--- src/rtl/imem_loader_if.sv ---
// imem_loader_if: byte-stream input handshake and instruction-memory write port
interface imem_loader_if #(
    parameter int ADDR_WIDTH = 10
);
    logic                  in_valid;
    logic [7:0]            in_data;
    logic                  in_ready;
    logic                  mem_we;
    logic [ADDR_WIDTH-1:0] mem_addr;
    logic [15:0]           mem_wdata;

    modport master (
        input  in_valid, in_data,
        output in_ready, mem_we, mem_addr, mem_wdata
    );

    modport slave (
        output in_valid, in_data,
        input  in_ready, mem_we, mem_addr, mem_wdata
    );
endinterface

--- src/rtl/imem_loader.sv ---
// imem_loader: parses a checksummed byte frame and writes 16-bit words into instruction memory
module imem_loader #(
    parameter int         ADDR_WIDTH = 10,
    parameter int         MAX_WORDS  = 1024,
    parameter logic [7:0] SYNC_BYTE  = 8'hA5
) (
    input  logic                i_clk,
    input  logic                i_rst_n,
    input  logic                i_start,
    imem_loader_if.master       bus,
    output logic                o_busy,
    output logic                o_done,
    output logic                o_error,
    output logic                o_cpu_hold,
    output logic [ADDR_WIDTH:0] o_words_loaded
);
    typedef enum logic [3:0] {
        S_IDLE, S_LEN_HI, S_LEN_LO, S_DATA_HI, S_DATA_LO, S_WRITE, S_CHECK, S_DONE, S_ERROR
    } state_t;

    state_t                r_state;
    state_t                w_next;
    logic [15:0]           r_len;
    logic [7:0]            r_hi;
    logic [7:0]            r_chk;
    logic [ADDR_WIDTH:0]   r_cnt;
    logic [ADDR_WIDTH-1:0] r_addr;
    logic [15:0]           r_wdata;
    logic                  w_rx;
    logic                  w_fire;
    logic [15:0]           w_len;
    logic                  w_last;

    assign w_rx   = (r_state == S_IDLE) || (r_state == S_LEN_HI) || (r_state == S_LEN_LO) ||
                    (r_state == S_DATA_HI) || (r_state == S_DATA_LO) || (r_state == S_CHECK);
    assign w_fire = bus.in_valid && bus.in_ready;
    assign w_len  = {r_len[15:8], bus.in_data};
    assign w_last = (16'(r_cnt) + 16'd1) == r_len;

    assign bus.in_ready  = w_rx && !i_start;
    assign bus.mem_we    = (r_state == S_WRITE) && !i_start;
    assign bus.mem_addr  = r_addr;
    assign bus.mem_wdata = r_wdata;

    assign o_busy         = (r_state != S_IDLE) && (r_state != S_DONE) && (r_state != S_ERROR);
    assign o_done         = r_state == S_DONE;
    assign o_error        = r_state == S_ERROR;
    assign o_cpu_hold     = !o_done;
    assign o_words_loaded = r_cnt;

    // Frame-parsing next state; start overrides everything and returns to IDLE
    always_comb begin
        w_next = r_state;
        case (r_state)
            S_IDLE:    w_next = (w_fire && bus.in_data == SYNC_BYTE) ? S_LEN_HI : S_IDLE;
            S_LEN_HI:  w_next = w_fire ? S_LEN_LO : S_LEN_HI;
            S_LEN_LO:  w_next = !w_fire ? S_LEN_LO :
                                (w_len == 16'd0) ? S_CHECK :
                                (32'(w_len) > MAX_WORDS) ? S_ERROR : S_DATA_HI;
            S_DATA_HI: w_next = w_fire ? S_DATA_LO : S_DATA_HI;
            S_DATA_LO: w_next = w_fire ? S_WRITE : S_DATA_LO;
            S_WRITE:   w_next = w_last ? S_CHECK : S_DATA_HI;
            S_CHECK:   w_next = !w_fire ? S_CHECK : (bus.in_data == r_chk) ? S_DONE : S_ERROR;
            default:   w_next = r_state;
        endcase
        if (i_start) w_next = S_IDLE;
    end

    // State register
    always_ff @(posedge i_clk or negedge i_rst_n) begin
        if (!i_rst_n) r_state <= S_IDLE;
        else          r_state <= w_next;
    end

    // Byte capture, checksum accumulation, word count and held memory-port values
    always_ff @(posedge i_clk or negedge i_rst_n) begin
        if (!i_rst_n) begin
            r_len   <= '0;
            r_hi    <= '0;
            r_chk   <= '0;
            r_cnt   <= '0;
            r_addr  <= '0;
            r_wdata <= '0;
        end else if (i_start) begin
            r_cnt <= '0;
        end else begin
            if (w_fire && r_state == S_IDLE && bus.in_data == SYNC_BYTE) r_chk <= '0;
            if (w_fire && (r_state == S_LEN_HI || r_state == S_LEN_LO ||
                           r_state == S_DATA_HI || r_state == S_DATA_LO)) r_chk <= r_chk ^ bus.in_data;
            if (w_fire && r_state == S_LEN_HI) r_len[15:8] <= bus.in_data;
            if (w_fire && r_state == S_LEN_LO) r_len[7:0] <= bus.in_data;
            if (w_fire && r_state == S_DATA_HI) r_hi <= bus.in_data;
            if (w_fire && r_state == S_DATA_LO) begin
                r_wdata <= {r_hi, bus.in_data};
                r_addr  <= r_cnt[ADDR_WIDTH-1:0];
            end
            if (r_state == S_WRITE) r_cnt <= r_cnt + 1'b1;
        end
    end
endmodule

--- src/flat_wrapper.sv ---
// flat-port wrapper written by rule: the top's interface ports become plain ports
module imem_loader_flat 
#(
    parameter int         ADDR_WIDTH = 10,
    parameter int         MAX_WORDS  = 1024,
    parameter logic [7:0] SYNC_BYTE  = 8'hA5
)
  (i_clk, i_rst_n, i_start, o_busy, o_done, o_error, o_cpu_hold, o_words_loaded, bus_in_valid, bus_in_data, bus_in_ready, bus_mem_we, bus_mem_addr, bus_mem_wdata);
  imem_loader_if #(.ADDR_WIDTH(ADDR_WIDTH)) bus_i ();
  input  logic i_clk;
  input  logic i_rst_n;
  input  logic i_start;
  output logic o_busy;
  output logic o_done;
  output logic o_error;
  output logic o_cpu_hold;
  output logic [ADDR_WIDTH:0] o_words_loaded;
  input wire logic [$bits(bus_i.in_valid)-1:0] bus_in_valid;
  input wire logic [$bits(bus_i.in_data)-1:0] bus_in_data;
  output wire logic [$bits(bus_i.in_ready)-1:0] bus_in_ready;
  output wire logic [$bits(bus_i.mem_we)-1:0] bus_mem_we;
  output wire logic [$bits(bus_i.mem_addr)-1:0] bus_mem_addr;
  output wire logic [$bits(bus_i.mem_wdata)-1:0] bus_mem_wdata;
  assign bus_i.in_valid = bus_in_valid;
  assign bus_i.in_data = bus_in_data;
  assign bus_in_ready = bus_i.in_ready;
  assign bus_mem_we = bus_i.mem_we;
  assign bus_mem_addr = bus_i.mem_addr;
  assign bus_mem_wdata = bus_i.mem_wdata;
  imem_loader #(.ADDR_WIDTH(ADDR_WIDTH), .MAX_WORDS(MAX_WORDS), .SYNC_BYTE(SYNC_BYTE)) u_core (.i_clk(i_clk), .i_rst_n(i_rst_n), .i_start(i_start), .bus(bus_i), .o_busy(o_busy), .o_done(o_done), .o_error(o_error), .o_cpu_hold(o_cpu_hold), .o_words_loaded(o_words_loaded));
endmodule
--- config.mk ---
export PLATFORM = sky130hd
export DESIGN_NAME = imem_loader_flat
export DESIGN_NICKNAME = d
export VERILOG_FILES = /design/src/rtl/imem_loader_if.sv /design/src/rtl/imem_loader.sv /design/src/flat_wrapper.sv
export SDC_FILE = /design/constraint.sdc
export NUM_CORES = 1
export LEC_CHECK = 0
export ABC_CLOCK_PERIOD_IN_PS = 2570
export CAP_MARGIN = 20
export CORE_ASPECT_RATIO = 1.4
export CORE_UTILIZATION = 55
export CTS_CLUSTER_SIZE = 12
export DETAILED_ROUTE_END_ITERATION = 10
export PLACE_DENSITY = 0.8
export SLEW_MARGIN = 30
export SYNTH_ARGS = -nofsm -noshare
export SYNTH_HDL_FRONTEND = slang
export SYNTH_SLANG_ARGS = --single-unit
--- constraint.sdc ---
create_clock -name i_clk -period 2.57 [get_ports i_clk]
set_clock_uncertainty 0.05 [all_clocks]
set_input_delay 0.514 -clock i_clk [delete_from_list [all_inputs] [get_ports i_clk]]
set_output_delay 0.514 -clock i_clk [all_outputs]
set_load 0.05 [all_outputs]
==> results of run 1 <==
-- report_power, final --
part / total, mW / switching (mW) / leakage (nW) / internal [mW]
clock network: 0.906 / 0.448 / 0.0977 / 0.458
logic: 0.420 / 0.204 / 0.993 / 0.216
registers: 1.35 / 0.0986 / 1.01 / 1.25
-- layer usage --
metal  part of all wire [%]  up-vias
met5                      0        -
met4                    2.0        0
met3                    3.7       22
met2                     53      102
met1                     41     1509
li1                       -     1390
-- flip-flops by register name, indices dropped and copies added, names as in the netlist --
name and flops:
u_core.r_len 16, u_core.o_words_loaded 11, u_core.bus.mem_wdata 16, u_core.r_state 4
u_core.bus.mem_addr 10, u_core.r_chk 8, u_core.r_hi 8
-- path summary, 6_finish.rpt --
kind                                                       from                            end  slack [ns]  cells past startpoint
setup / recovery                  u_core.r_state[3]$_DFFE_PN0P_                     bus_mem_we        0.06                      4
hold / removal                                          i_rst_n  u_core.r_state[3]$_DFFE_PN0P_        0.12                      2
setup reg to reg           u_core.o_words_loaded[1]$_DFFE_PN0P_  u_core.r_state[2]$_DFFE_PN0P_        0.33                      7
hold reg to reg                      u_core.r_hi[0]$_DFFE_PN0P_     u_core.r_hi[0]$_DFFE_PN0P_        0.45                      1
max in group asynchronous                               i_rst_n  u_core.r_state[2]$_DFFE_PN0P_        2.00                      2
min in group i_clk                   u_core.r_hi[0]$_DFFE_PN0P_     u_core.r_hi[0]$_DFFE_PN0P_        0.45                      1
-- placed cells by master (no fill, tap or decap), types with 3 or more instances in the layout --
cell type	Yosys	routed
a21oi_1	6	6
a31oi_1	3	3
and2_1	5	5
and4_1	3	3
buf_12	0	6
buf_4	4	16
clkbuf_8	4	9
clkdlybuf4s50_1	0	47
dfrtp_1	73	72
inv_1	8	8
mux2_2	50	50
nand2_1	20	20
nand2b_1	12	12
nand3_1	10	10
nand3_2	3	3
nand4_1	3	3
nor2_1	33	32
nor3_1	5	5
nor4_1	7	7
o21ai_0	29	29
o221ai_1	3	3
or3_1	6	6
xnor2_1	10	10
xor2_1	15	15
-- layout make-up --
| cell class | instances | area [µm²] | share of cell area (%) |
|---|---|---|---|
| Multi-Input combinational cell | 257 | 1850 | 39.0 |
| Timing Repair Buffer | 70 | 716 | 15.1 |
| Tap cell | 92 | 115 | 2.43 |
| Clock inverter | 7 | 78.8 | 1.66 |
| Inverter | 8 | 30.0 | 0.633 |
| Sequential cell | 73 | 1830 | 38.6 |
| Clock buffer | 9 | 124 | 2.61 |
-- kinds of logic after synthesis --
logic type	Yosys count	share of synthesized area [%]
simple gates	125	18.0
flops	73	46.9
compound gates	54	8.49
mux	52	15.0
buf+inv	34	5.59
xor+xnor	25	5.63
fa+ha+maj	1	0.321
==> metrics.md, run 1 <==
| Metric | Value |
|---|---|
| CTS Root Cell | clkbuf_8 |
| Ys flop type | dfrtp_1 |
| Initial Util | 58.1% |
| Min Tclk post-route | 2.51 ns |
| H-tree depth | 3 |
| Post-Syn Nets | 377 |
| Setup TNS | 0 ns |
| Post-Place Cells | 500 |
| Tightest Pin Transition | 0.528 ns |
| Antenna viol nets, final | 0 |
| Max Freq | 0.399 GHz |
| Leading area contributor after synthesis | dfrtp_1 |
| WL/cell | 16.7 µm |
| GR Layer Usage met1 | 31.0% |
| CP Max Fanout | 10 |
| VDD IR max | 0.506 mV |
| Seq cells post-synth | 73 |
| Leading post-synthesis cells by cell area | dfrtp_1 47%, mux2_2 14%, o21ai_0 3.7%, xor2_1 3.4%, nor2_1 3.2% |
| Area delta synth->final | 21.8% |
| Part of the Yosys area used for sequential elements | 46.9% |
| Share of layout cells above drive strength 1 | 24.3% |
| Hold_buf cts | 0 |
| Worst setup EP type | output pin |
| Startpoint Class | flip-flop |
| # rows | 35 |
| Worst Path Buf+Inv | 1 |
| Number of DRC markers in iteration 0 | 221 |
| Met2 Use GR | 44.3% |
| Crit path required time | 2.01 ns |
| Family with the most delay on the worst path | simple AND/OR/NAND/NOR gates |
| CTS tree | yes |
| DRC Markers | 0 |
| Detailed Place HPWL | 6.08 mm |
| Slowest cell on the critical path | dfrtp_1 |
| Leak pwr | 2.10 nW |
| Cells after synthesis | 364 |
| Worst-path clk slew | 0.08 ns |
| Design area | 4740 µm² |
| Synth warn | 0 |
| Deepest clock path buffer count | 2 |
| Max Cap Viol | 0 |
| Kind of critical path | reg2out |
| Post CTS Setup Buffer Count | 0 |
| Async SR Flop Fraction | 100% |
| DR vias | 3023 |
| Met3 usage | 2.99% |
| Final-report setup violation count | 0 |
| Largest stage delay, worst path | 0.52 ns |
| Unrepaired setup endpoints after global routing | no |
| Wire length of the first global-routing pass | 14.2 mm |
| Synthesized area per cell | 10.7 µm² |
| Gr ovfl total | 0 |
| Ports | 55 |
| Crit-path cells | and2b_1 -> nand3_2 -> nor2_1 -> buf_12 |
| Post-DP Area | 4540 µm² |
| Fin. max-slew vios | 0 |
| Number of diodes | 0 |
| Net count, final | 432 |
| Final Hold Viols | 0 |
| Worst Hold Class | in2async |
| GRT busiest layer | met2 |
| Worst skew pair latency | 0.35 ns |
| Die X | 73.1 µm |
| Slack of the critical path | 0.0649 ns |
| Share of the synthesized area in the top cell type | 46.9% |
| GRT Total Usage | 25.3% |
| Initial antenna violation count | 0 |
| Drt total wl | 8.60 mm |
| Pin count of the biggest net entering global routing | 74 |
| CP Data Arrival Time | 1.94 ns |
| Placeable core region | 6700 µm² |
| Routed vias/inst | 5.86 |
| Post-CTS Resized | 0 |
| Clock net sink count | 73 |
| Run status | finished, final reports clean |
| Fin Hold WS | 0.122 ns |
| Most frequent cell after synthesis | dfrtp_1 |
| Total CTS buffers | 9 |
| Synth Cell Area | 3890 µm² |
| Synth top cells by count | 73 x dfrtp_1, 50 x mux2_2, 33 x nor2_1 |
| Routability cong. | 0.931 |
| Final Cycle Share | 97.5% |
| Cell variety after synth | 55 |
| IO Port Bufs | 54 |
| Drt first pass iters | 5 |
| Power density of the placed cells | 565 nW/µm² |
| Die footprint | 7420 µm² |
| Slew HR | 64.7% |
| Number of flops mapped to enable cells by yosys | 0 |
| Pwr Total | 2.68 mW |
| Core Util, Final | 70.8% |
| Vias in the first global route | 2974 |
| Layout fillers | 483 |
| Fin cells | 516 |
| Die H | 102 µm |
| Dpl ws | 0.0346 ns |
Power figures use the tool's default switching activity.
==> inputs of run 2 (changes only) <==
--- a/config.mk
+++ b/config.mk
@@ -6,7 +6,7 @@
 export NUM_CORES = 1
 export LEC_CHECK = 0
 export ABC_CLOCK_PERIOD_IN_PS = 2570
-export CAP_MARGIN = 20
+export CAP_MARGIN = 0
 export CORE_ASPECT_RATIO = 1.4
 export CORE_UTILIZATION = 55
 export CTS_CLUSTER_SIZE = 12
==> results of run 2 <==
No change in the layout: final DEF, timing and power equal those of run 1.
==> inputs of run 3 (changes only) <==
--- a/config.mk
+++ b/config.mk
@@ -8,6 +8,7 @@
 export ABC_CLOCK_PERIOD_IN_PS = 2570
 export CAP_MARGIN = 0
 export CORE_ASPECT_RATIO = 1.4
+export CORE_MARGIN = 1
 export CORE_UTILIZATION = 55
 export CTS_CLUSTER_SIZE = 12
 export DETAILED_ROUTE_END_ITERATION = 10
==> results of run 3 <==
No change in the layout: final DEF, timing and power equal those of run 1.
